--- config.mk ---
export PLATFORM = sky130hd
export DESIGN_NAME = rs_strobe_arbiter_flat
export DESIGN_NICKNAME = d
export VERILOG_FILES = /design/src/rtl/rs_strobe_arbiter_if.sv /design/src/rtl/rs_strobe_arbiter.sv /design/src/flat_wrapper.sv
export SDC_FILE = /design/constraint.sdc
export NUM_CORES = 1
export LEC_CHECK = 0
export ABC_AREA = 1
export CORE_MARGIN = 2
export CORE_UTILIZATION = 48
export CTS_BUF_LIST = sky130_fd_sc_hd__clkbuf_8 sky130_fd_sc_hd__clkbuf_16
export CTS_CLUSTER_DIAMETER = 200
export DETAILED_ROUTE_END_ITERATION = 16
export PLACE_DENSITY = 0.86
export SETUP_SLACK_MARGIN = 0.5
export SLEW_MARGIN = 10
export SYNTH_ARGS = -nofsm -noshare
export SYNTH_HDL_FRONTEND = slang
export SYNTH_SLANG_ARGS = --single-unit
--- constraint.sdc ---
create_clock -name clk -period 2.6 [get_ports clk]
set_input_delay 0.26 -clock clk [delete_from_list [all_inputs] [get_ports clk]]
set_output_delay 0.26 -clock clk [all_outputs]
set_load 0.1 [all_outputs]
--- src/rtl/rs_strobe_arbiter_if.sv ---
// Requester-side and latch-bank-side signals of the strobe arbiter, bundled for one port.
// The master modport is the requester/bank side; the slave modport is the arbiter.
interface rs_strobe_arbiter_if #(
  parameter int NREQ = 4,
  parameter int IW   = 3
);
  logic [NREQ-1:0]      req;
  logic [NREQ-1:0]      s_req;
  logic [NREQ-1:0]      r_req;
  logic [NREQ*IW-1:0]   idx_req;
  logic [NREQ-1:0]      ack;
  logic [NREQ-1:0]      nak;
  logic                 s;
  logic                 r;
  logic [IW-1:0]        sel;
  logic                 en;
  logic                 busy;
  logic [(1<<IW)-1:0]   q_shadow;

  modport master (
    output req, s_req, r_req, idx_req,
    input  ack, nak, s, r, sel, en, busy, q_shadow
  );

  modport slave (
    input  req, s_req, r_req, idx_req,
    output ack, nak, s, r, sel, en, busy, q_shadow
  );
endinterface

--- src/rtl/rs_strobe_arbiter.sv ---
// Round-robin sequencer sharing one S/R latch bank: grant -> setup -> strobe -> hold -> ack, 5 cycles/command.
// Requesters hold req until a one-cycle ack/nak; s=r=1 is rejected in 2 cycles without touching the bank.
module rs_strobe_arbiter #(
  parameter int NREQ = 4,
  parameter int IW   = 3
) (
  input  logic                clk,
  input  logic                rst_n,
  rs_strobe_arbiter_if.slave  bus
);
  localparam int PW = (NREQ > 1) ? $clog2(NREQ) : 1;
  localparam int LN = 1 << IW;

  typedef enum logic [2:0] {IDLE, SETUP, STROBE, HOLD, DONE, REJ} state_t;

  state_t          state_q;
  logic [PW-1:0]   ptr_q;
  logic [PW-1:0]   win_q;
  logic            s_q;
  logic            r_q;
  logic            en_q;
  logic            busy_q;
  logic [IW-1:0]   sel_q;
  logic [NREQ-1:0] ack_q;
  logic [NREQ-1:0] nak_q;
  logic [LN-1:0]   shadow_q;

  logic            any_d;
  logic [PW-1:0]   win_d;
  logic [PW-1:0]   cand;

  function automatic logic [PW-1:0] wrap_add(input logic [PW-1:0] a, input int k);
    logic [PW:0] sum;
    sum = {1'b0, a} + (PW+1)'(k);
    if (sum >= (PW+1)'(NREQ)) sum = sum - (PW+1)'(NREQ);
    return sum[PW-1:0];
  endfunction

  // First requesting index at or after the pointer wins.
  always_comb begin
    any_d = 1'b0;
    win_d = '0;
    cand  = '0;
    for (int k = 0; k < NREQ; k++) begin
      cand = wrap_add(ptr_q, k);
      if (!any_d && bus.req[cand]) begin
        any_d = 1'b1;
        win_d = cand;
      end
    end
  end

  always_ff @(posedge clk or negedge rst_n) begin
    if (!rst_n) begin
      state_q  <= IDLE;
      ptr_q    <= '0;
      win_q    <= '0;
      s_q      <= 1'b0;
      r_q      <= 1'b0;
      en_q     <= 1'b0;
      busy_q   <= 1'b0;
      sel_q    <= '0;
      ack_q    <= '0;
      nak_q    <= '0;
      shadow_q <= '0;
    end else begin
      ack_q <= '0;
      nak_q <= '0;
      case (state_q)
        IDLE: begin
          if (any_d) begin
            win_q  <= win_d;
            busy_q <= 1'b1;
            if (bus.s_req[win_d] && bus.r_req[win_d]) begin
              nak_q   <= NREQ'(1) << win_d;
              state_q <= REJ;
            end else begin
              s_q     <= bus.s_req[win_d];
              r_q     <= bus.r_req[win_d];
              sel_q   <= bus.idx_req[int'(win_d)*IW +: IW];
              state_q <= SETUP;
            end
          end
        end
        SETUP: begin
          en_q    <= 1'b1;
          state_q <= STROBE;
        end
        STROBE: begin
          en_q    <= 1'b0;
          state_q <= HOLD;
        end
        HOLD: begin
          s_q   <= 1'b0;
          r_q   <= 1'b0;
          ack_q <= NREQ'(1) << win_q;
          if (s_q)      shadow_q[sel_q] <= 1'b1;
          else if (r_q) shadow_q[sel_q] <= 1'b0;
          state_q <= DONE;
        end
        DONE, REJ: begin
          busy_q  <= 1'b0;
          ptr_q   <= wrap_add(win_q, 1);
          state_q <= IDLE;
        end
        default: state_q <= IDLE;
      endcase
    end
  end

  assign bus.s        = s_q;
  assign bus.r        = r_q;
  assign bus.en       = en_q;
  assign bus.sel      = sel_q;
  assign bus.busy     = busy_q;
  assign bus.ack      = ack_q;
  assign bus.nak      = nak_q;
  assign bus.q_shadow = shadow_q;
endmodule

--- src/flat_wrapper.sv ---
// flat-port wrapper written by rule: the top's interface ports become plain ports
module rs_strobe_arbiter_flat 
#(
  parameter int NREQ = 4,
  parameter int IW   = 3
)
  (clk, rst_n, bus_req, bus_s_req, bus_r_req, bus_idx_req, bus_ack, bus_nak, bus_s, bus_r, bus_sel, bus_en, bus_busy, bus_q_shadow);
  rs_strobe_arbiter_if #(.NREQ(NREQ), .IW(IW)) bus_i ();
  input  logic clk;
  input  logic rst_n;
  input wire logic [$bits(bus_i.req)-1:0] bus_req;
  input wire logic [$bits(bus_i.s_req)-1:0] bus_s_req;
  input wire logic [$bits(bus_i.r_req)-1:0] bus_r_req;
  input wire logic [$bits(bus_i.idx_req)-1:0] bus_idx_req;
  output wire logic [$bits(bus_i.ack)-1:0] bus_ack;
  output wire logic [$bits(bus_i.nak)-1:0] bus_nak;
  output wire logic [$bits(bus_i.s)-1:0] bus_s;
  output wire logic [$bits(bus_i.r)-1:0] bus_r;
  output wire logic [$bits(bus_i.sel)-1:0] bus_sel;
  output wire logic [$bits(bus_i.en)-1:0] bus_en;
  output wire logic [$bits(bus_i.busy)-1:0] bus_busy;
  output wire logic [$bits(bus_i.q_shadow)-1:0] bus_q_shadow;
  assign bus_i.req = bus_req;
  assign bus_i.s_req = bus_s_req;
  assign bus_i.r_req = bus_r_req;
  assign bus_i.idx_req = bus_idx_req;
  assign bus_ack = bus_i.ack;
  assign bus_nak = bus_i.nak;
  assign bus_s = bus_i.s;
  assign bus_r = bus_i.r;
  assign bus_sel = bus_i.sel;
  assign bus_en = bus_i.en;
  assign bus_busy = bus_i.busy;
  assign bus_q_shadow = bus_i.q_shadow;
  rs_strobe_arbiter #(.NREQ(NREQ), .IW(IW)) u_core (.clk(clk), .rst_n(rst_n), .bus(bus_i));
endmodule
## Word-level counts from Yosys, hierarchy flattened

Index checks and enable logic that the tools add are counted.

| word-level totals | value |
|---|---|
| bits in registers | 30 |
| bits in latches | 0 |
| memory bits (writable) | 0 |
| ROM bits | 0 |
| bits of input ports | 26 |
| output and inout port bits | 23 |
| word-level logic and storage cells | 111 |
| memories kept | 0 |

| cells by class | value |
|---|---|
| $add $sub $neg | 9 |
| multipliers | 1 |
| div/mod/pow operators | 0 |
| order comparisons | 12 |
| eq/ne operators | 7 |
| shifts and indexed selects | 3 |
| multiplexer cells | 45 |
| bitwise operators | 4 |
| reductions and logical operators | 19 |

Operator list:

| cell | number |
|---|---|
| $shiftx A12 B32 Y3 | 1 |
| $mux W2 | 9 |
| $mux W1 | 16 |
| $mux W4 | 4 |
| $mux W8 | 2 |
| $lt A2 B3 Y1 const B | 5 |
| $bmux W1 S2 | 6 |
| $ge A3 B3 Y1 const B | 4 |
| $pmux W3 S4 | 1 |
| $sub A2 B1 Y2 const B | 5 |
| $and A8 B8 Y8 | 1 |
| $not A8 Y8 | 1 |
| $or A8 B8 Y8 | 1 |
| $pmux W1 S2 | 4 |
| $reduce_bool A2 Y1 | 4 |
| $shl A1 B2 Y4 const A | 2 |
| $add A2 B1 Y3 const B | 2 |
| $add A2 B2 Y3 const B | 2 |
| $eq A3 B2 Y1 const B | 2 |
| $eq A3 B3 Y1 const B | 2 |
| $mux W3 | 2 |
| $reduce_and A2 Y1 | 3 |
| $reduce_and A3 Y1 | 2 |
| $logic_and A1 B1 Y1 | 5 |
| 12 further kinds | 14 |

## Logic depth before layout (Yosys ltp)

Gate-level depths: netlist of the first run.

| depth | value |
|---|---|
| word-level depth | 20 |
| gate-level depth with buffers | 19 |
| mapped depth without buffers | 18 |

## Worst setup path before layout of the first run

OpenSTA, ideal clock, no wires.

| path | value |
|---|---|
| kind | register to register |
| start point | register u_core.ptr_q[0] |
| end point | register u_core.sel_q[2], in the netlist u_core.bus.sel[2] |
| library setup time | 0.123 ns |
| arrival | 1.777 ns |
| data required time | 2.477 ns |
| setup slack | 0.700 ns |
| cell stages (with the launch flop) | 18 |
| path buffers | 1 |
| clock period less this slack | 1.900 ns |
| path through | dfrtp_1 > buf_6 > inv_6 > nand2_2 > nand3_2 > nand2_2 > nor2_8 > nand3_1 > nand3_1 > nand2_2 > inv_2 > nand2_1 > nand2_2 > nor2_4 > nor2_4 > nand2_2 > nand2_1 > nand2_1 |

| between the ends | value |
|---|---|
| longest elaborated chain between the ends | 19 |
| elaborated cells between the ends (all ways) | 46 |
| those cells by class | 7 x add/sub; 1 x mul; 4 x order compare; 1 x shift; 24 x mux; 1 x bitwise; 8 x reduce/logical |

Ends and longest elaborated chain:

| element | RTL line | RTL |
|---|---|---|
| start, declared | rs_strobe_arbiter.sv:17 | `logic [PW-1:0] ptr_q;` |
| start signal, assigned | rs_strobe_arbiter.sv:103 | `ptr_q <= wrap_add(win_q, 1);` |
| branches (longest 19 deep; another with $add A2 B1 Y3) | n/a |  |
| end signal, assigned | rs_strobe_arbiter.sv:80 | `sel_q <= bus.idx_req[int'(win_d)*IW +: IW];` |
| end, declared | rs_strobe_arbiter.sv:23 | `logic [IW-1:0] sel_q;` |

Several ways; the timed one is not identified. The select of a mux whose other input is x is not followed.
A chain may end at the register's enable or synchronous reset.

## Worst setup path after layout of the first run

| path | value |
|---|---|
| start point | register u_core.ptr_q[0] |
| end point | register u_core.sel_q[1], in the netlist u_core.bus.sel[1] |

Same word-level chain as after synthesis.

==> impl_results.md, run 1 <==
- Final Hold Slack: 0.350 ns
- Total Die Area: 4340 um2
- Gr ovfl total: 0
- Syn nets: 274
- CTS H-Tree Depth: 2
- Total setup violations reported at the end of the flow: 0
- RSZ-0062 raised after global routing: true
- Master cell of the clock root buffer: sky130_fd_sc_hd__clkbuf_8
- Category of the worst setup path launch point: flip-flop
- Max FO, Critical Path: 7
- Area after DPL: 2300 um2
- Flip-flop and latch count after synthesis: 30
- Share of the synthesized area in the top cell type: 40.9%
- Count of hold buffers inserted by post-cts repair: 0
- Worst-Margin Slew: 0.434 ns
- Kind of capture point of the worst setup path: flip-flop
- Cells after synthesis: 244
- CP Capture Point: u_core.bus.sel[1]
- Post-detailed-route wirelength per cell: 13.9 um
- Count of input and output buffers: 48
- Total Neg Setup Slack: 0 ns
- Final HPWL DP: 2920 um
- Ant. Diodes: 0
- Clock tree buffer depth: 2
- Cell depth of the worst flop-to-flop path: 17
- Total Wirelength: 5020 um
- Number of fillers in the final layout: 266
- Horiz. Die Dim: 65.9 um
- Number of different library cells in the post-synthesis netlist: 24
- Critical path cell sequence: buf_2 -> nand2_1 -> nand2_2 -> nand2_4 -> nand2_4 -> nor2_8 -> nand3_4 -> nand3_4 -> nand2_1 -> nand2_1 -> nand2_2 -> nand2_4 -> nor2_4 -> nor2_4 -> nand2_2 -> nand2_2 -> nand2_1
- Overall die height: 65.9 um
- Yosys synthesis warning count: 0
- Vias in the first global route: 1618
- Synth Cell Area: 1840 um2
- End of the worst register-to-register path: u_core.bus.sel[1]
- Final core area utilization: 74.4%
- Number of CTS-inserted buffers: 5
- GRT Total Usage: 21.3%
- Slowest CP cell: sky130_fd_sc_hd__dfrtp_2
- Tightest Hold Check Type: primary input to async pin
- Stage delay of the slowest cell on the critical path: 0.43 ns
- Skew final: 0.00937 ns
- Outcome: finished clean
- TritonCTS clock tree: built
- Slew headroom: 70.9%
- Critical path launch point: u_core.ptr_q[0]
- DR vias: 1844
- Global-route wire length before repair: 6970 um
- Area used by sequential logic in the layout: 753 um2
- Floorplan core area: 3660 um2
- Antenna violations before repair: 0
- Setup slack of the most critical reg-to-reg path: 0.42 ns
- Count of pins over their slew limit: 0
- Cell types with the largest area share after synthesis: sky130_fd_sc_hd__dfrtp_1 41%, sky130_fd_sc_hd__nand2_1 17%, sky130_fd_sc_hd__inv_1 7.4%, sky130_fd_sc_hd__nand2_2 4.8%, sky130_fd_sc_hd__nor2_1 3.5%
- Post-layout minimum cycle time: 2.18 ns
- Detailed Route Iter0 Violations: 111
- Mean instance size in the synthesized netlist: 7.53 um2
- Layout net count: 343
- Fraction of the cycle the final worst path needs: 83.7%
- Clock transition at the register clock pins on the worst setup and hold paths after CTS: 0.07 ns
- Number of sinks on the clock net: 30
- Area of the multi-input gates: 1040 um2
- Drt pass-1 iters: 5
- Required time of the critical path: 2.78 ns
- Final design instance area without fill: 2720 um2
- Fraction of final layout cells with drive strength greater than 1: 35.0%
- Maximum achievable frequency: 0.460 GHz
- Clock network latency to the later pin of the worst-skew pair: 0.29 ns
- Placer congestion estimate: 0.864
- Worst r2r src: u_core.ptr_q[0]
- Worst Path Arrival: 2.36 ns
- Number of vias per cell: 5.09
- Starting density of the core: 50.2%
- Boundary pin count: 49
- Cell type with the largest total area after synthesis: sky130_fd_sc_hd__dfrtp_1
- Max-cap violations: 0
- Area Growth Syn to Fin: 48.3%
- Largest net degree at the start of global routing: 31
- Remaining number of nets flagged by the antenna check after routing: 0
- Type of the setup path with the least slack: flip-flop to flip-flop
- Core Rows: 22
- Final-report hold violation count: 0
- Final routed DRC violation total: 0
- Post-synthesis sequential area ratio: 40.9%
what timing repair did:
action / CTS / global route
gates resized for setup: 3 / 43
gates cloned: 0 / 1
pin swaps: 2 / 27
setup buffers: 5 / 9
setup endpoints to repair: 10 / 10
per-stage QoR:
stage,worst slack (ns),instances
2_1_floorplan,0.700,244
3_3_place_gp,0.364,339
3_5_place_dp,0.270,339
4_1_cts,0.513,352
5_1_grt,0.285,362
6_report,0.425,362
layout by cell type, fill, tap and decap left out, drive strengths merged:
cell type and instances:
clkbuf 6, o21ai 10, nand2 97, a31oi 5, inv 41, dfrtp 30
buf 38, nor2 20, ha 4, nor3 2, nand4 10, clkinv 1
a21oi 6, clkdlybuf4s50 25, nor4 1, bufinv 2, nand3 16
synth_stat cells, drive strengths merged:
cell type	number
nand4	10
ha	4
a31oi	5
a21oi	6
nand2	97
nor3	2
inv	41
nor2	20
nor4	1
o21ai	10
dfrtp	30
nand3	16
buf	2
critical path: cells and delay by family, from the launching register on:
family                 cells  cell delay [ns]
and+or+nand+nor           16             1.47
DFF                        1             0.43
buffers and inverters      1             0.16
worst min path at each step:
stage / depth (start not counted) / from / endpoint / slack (ns)
final: 2 / rst_n / async pin / 0.35
after global routing: 2 / rst_n / async pin / 0.38
after CTS: 2 / rst_n / u_core.bus.r / 0.36
after detailed placement: 2 / flip-flop / flip-flop / 0.48
after global placement: 2 / u_core.bus.en / u_core.bus.en / 0.46
after floorplan: 0 / rst_n / async pin / -0.04
cells by family (layout without fill, tap and decap cells):
family	after synthesis	after routing	share of synthesized area [%]
and+or+nand+nor	146	146	40.1
buffers and inverters	43	113	9.88
DFF	30	30	40.9
AOI/OAI and AO/OA	21	21	6.47
adders and majority gates	4	4	2.72
metal layers:
metal / share of wire [%] / vias up / track usage (%)
met4: 2.7 / 0 / 13.5
met5: 0 / - / 0
met2: 52 / 65 / 35.6
met1: 40 / 856 / 23.9
li1: - / 910 / -
met3: 5.1 / 13 / 5.62
cell type report:
type	instances	share of cell area (%)
multi-input cells	171	38.2
clock buffers	6	3.03
well taps	48	2.20
inverters	41	6.20
clock inverters	2	2.20
flip-flops and latches	30	27.7
repair buffers	63	20.2
repair inverters	1	0.322
Power of run 1 is left out: the tool's default activity adds up to more than one toggle a clock period on the data nets, which glitch-free logic cannot reach.
==> run 2: changes to the inputs <==
--- a/config.mk
+++ b/config.mk
@@ -7,11 +7,11 @@
 export LEC_CHECK = 0
 export ABC_AREA = 1
 export CORE_MARGIN = 2
-export CORE_UTILIZATION = 48
+export CORE_UTILIZATION = 44
 export CTS_BUF_LIST = sky130_fd_sc_hd__clkbuf_8 sky130_fd_sc_hd__clkbuf_16
 export CTS_CLUSTER_DIAMETER = 200
 export DETAILED_ROUTE_END_ITERATION = 16
-export PLACE_DENSITY = 0.86
+export PLACE_DENSITY = 0.84
 export SETUP_SLACK_MARGIN = 0.5
 export SLEW_MARGIN = 10
 export SYNTH_ARGS = -nofsm -noshare
==> constraint.sdc (replaced) <==
create_clock -name clk -period 1.99 [get_ports clk]
set_input_delay 0.199 -clock clk [delete_from_list [all_inputs] [get_ports clk]]
set_output_delay 0.199 -clock clk [all_outputs]
set_load 0.1 [all_outputs]
==> impl_results.md, run 2 (same netlist as run 1, synthesis figures left out) <==
- Final HPWL DP: 3080 um (+5.6%)
- Total setup violations reported at the end of the flow: 10 (+10)
- Area used by sequential logic in the layout: 764 um2 (+1.5%)
- Largest net degree at the start of global routing: 31 (unchanged)
- Slowest CP cell: sky130_fd_sc_hd__dfrtp_2
- Count of input and output buffers: 48 (unchanged)
- Global-route wire length before repair: 6660 um (-4.5%)
- Antenna violations before repair: 0 (unchanged)
- Stage delay of the slowest cell on the critical path: 0.42 ns (about the same)
- Worst r2r src: u_core.ptr_q[0]
- Total Neg Setup Slack: -2.48 ns (-2.48 ns)
- Worst Path Arrival: 2.49 ns (+0.13 ns)
- Slew headroom: 76.6% (+5.7 points)
- Worst-Margin Slew: 0.351 ns (-0.0832 ns)
- Type of the setup path with the least slack: flip-flop to flip-flop
- Post-route insts no fill: 378 (+4.4%)
- Count of pins over their slew limit: 0 (unchanged)
- Number of sinks on the clock net: 30 (unchanged)
- CTS H-Tree Depth: 2 (unchanged)
- Boundary pin count: 49 (unchanged)
- Post-detailed-route wirelength per cell: 13.4 um (-3.1%)
- Cell depth of the worst flop-to-flop path: 17 (unchanged)
- Final Hold Slack: 0.280 ns (-0.0701 ns)
- Critical path cell sequence: buf_12 -> nand2_1 -> nand3_1 -> nand2_2 -> nand2_4 -> nand2_4 -> nand2_4 -> nand3_4 -> nand2_1 -> nand2_1 -> nand2_1 -> nand2_2 -> nor2_4 -> nor2_4 -> nand2_2 -> nand2_1 -> nand2_1
- Clock transition at the register clock pins on the worst setup and hold paths after CTS: 0.06 ns (about the same)
- Floorplan core area: 4000 um2 (+9.3%)
- Cell seen most often among critical-path stages: sky130_fd_sc_hd__nand2_1
- Most common cell after layout, fill and taps aside: sky130_fd_sc_hd__nand2_1
- Commonest cells after routing, fill and taps aside: 62 x sky130_fd_sc_hd__nand2_1, 47 x sky130_fd_sc_hd__buf_4, 34 x sky130_fd_sc_hd__inv_1, 25 x sky130_fd_sc_hd__clkdlybuf4s50_1, 23 x sky130_fd_sc_hd__dfrtp_1
- Fraction of final layout cells with drive strength greater than 1: 40.5% (+5.5 points)
- Core Rows: 23 (+4.5%)
- Gr ovfl total: 0 (unchanged)
- Clock network latency to the later pin of the worst-skew pair: 0.29 ns (about the same)
- Area of the multi-input gates: 1120 um2 (+7.2%)
- Number of fillers in the final layout: 284 (+6.8%)
- Final routed DRC violation total: 0 (unchanged)
- Outcome: complete, but fails checks
- Max-cap violations: 0 (unchanged)
- Number of CTS-inserted buffers: 5 (unchanged)
- Count of hold buffers inserted by post-cts repair: 0 (unchanged)
- Total Die Area: 4710 um2 (+8.5%)
- Fraction of the cycle the final worst path needs: 116% (+32 points)
- Layout net count: 357 (+4.1%)
- Required time of the critical path: 2.16 ns (-0.62 ns)
- Detailed Route Iter0 Violations: 116 (+4.5%)
- Ant. Diodes: 0 (unchanged)
- Max FO, Critical Path: 8 (+1)
- Category of the worst setup path launch point: flip-flop
- Placer congestion estimate: 0.861 (-0.35%)
- Post-layout minimum cycle time: 2.31 ns (+0.135 ns)
- GRT Total Usage: 19.1% (-2.2 points)
- RSZ-0062 raised after global routing: true
- Area Growth Syn to Fin: 57.4%
- Final-report hold violation count: 0 (unchanged)
- Worst-case setup margin in the final layout: -0.320 ns (-0.745 ns)
- Maximum achievable frequency: 0.433 GHz (-5.8%)
- Number of vias per cell: 4.99 (-1.9%)
- Master cell of the clock root buffer: sky130_fd_sc_hd__clkbuf_8
- Critical path launch point: u_core.ptr_q[0]
- Kind of capture point of the worst setup path: flip-flop
- DR vias: 1888 (+2.4%)
- Total Wirelength: 5080 um (+1.1%)
- Tightest Hold Check Type: primary input to async pin
- Violated checks: negative setup slack
- Drt pass-1 iters: 4 (-1)
- Clock tree buffer depth: 2 (unchanged)
- Setup slack of the most critical reg-to-reg path: -0.32 ns (-0.74 ns)
- Horiz. Die Dim: 68.6 um (+4.2%)
- Skew final: 0.00439 ns (-0.00497 ns)
- Overall die height: 68.6 um (+4.2%)
- End of the worst register-to-register path: u_core.bus.sel[1]
- Number of cells after detailed placement: 355 (+4.7%)
- Remaining number of nets flagged by the antenna check after routing: 0 (unchanged)
- Vias in the first global route: 1594 (-1.5%)
- Starting density of the core: 45.9% (-4.3 points)
- TritonCTS clock tree: built
## run 2: cell types whose count changed in the layout (fill, tap and decap cells not counted), sizes merged
cell,previous run,this run
buf,38,52
bufinv,2,0
clkinv,1,2
inv,41,42
## run 2: worst max path at each step
stage | endpoint
after floorplan | u_core.bus.sel[2]
after global routing | u_core.bus.sel[1]
after global placement | u_core.bus.sel[2]
after CTS | u_core.bus.sel[1]
after detailed placement | u_core.bus.sel[1]
final | u_core.bus.sel[1]
## run 2: final cells by class
| type | instances | area share, % |
|---|---|---|
| multi-input combinational | 171 | 38.6 |
| timing repair inverter | 1 | 0.303 |
| sequential | 30 | 26.4 |
| clock buffer | 6 | 2.86 |
| clock inverter | 2 | 0.303 |
| inverter | 41 | 5.93 |
| tap | 50 | 2.16 |
| timing repair buffer | 77 | 23.4 |
## run 2: layer usage
metal | vias up | wire length, um | track usage (%)
li1 | 939 | - | -
met2 | 58 | 2690 | 31.6
met4 | 0 | 114 | 6.75
met1 | 876 | 2090 | 23.8
met3 | 15 | 188 | 5.36
met5 | - | 0 | 0
## run 2: what timing repair did
item | CTS | global route
cloned | 0 | 1
setup endpoints to repair | 14 | 21
pin swaps | 1 | 24
setup buffers | 6 | 8
resized for setup | 9 | 52
## run 2: metrics by stage
stage / util (%) / worst slack, ns / instance area, um2
2_1_floorplan: - / 0.129 / 1870
3_3_place_gp: 61.3 / -0.108 / 2450
3_5_place_dp: 61.3 / -0.183 / 2450
4_1_cts: 65.4 / -0.0549 / 2620
5_1_grt: 72.3 / -0.431 / 2890
6_report: 72.3 / -0.320 / 2890
## run 2: critical path: cells and delay by family, from the launching register on
kind	cells	cell delay (ns)
and+or+nand+nor	16	1.61
DFF	1	0.42
buffers and inverters	1	0.15
Power of run 2 is left out for the same reason.
==> run 3: changes to the inputs <==
--- a/config.mk
+++ b/config.mk
@@ -6,6 +6,7 @@
 export NUM_CORES = 1
 export LEC_CHECK = 0
 export ABC_AREA = 1
+export ABC_CLOCK_PERIOD_IN_PS = 1990
 export CORE_MARGIN = 2
 export CORE_UTILIZATION = 44
 export CTS_BUF_LIST = sky130_fd_sc_hd__clkbuf_8 sky130_fd_sc_hd__clkbuf_16
==> results of run 3 <==
The final DEF is identical to that of run 2; final timing and power are the same.
Power of run 3 is left out for the same reason.
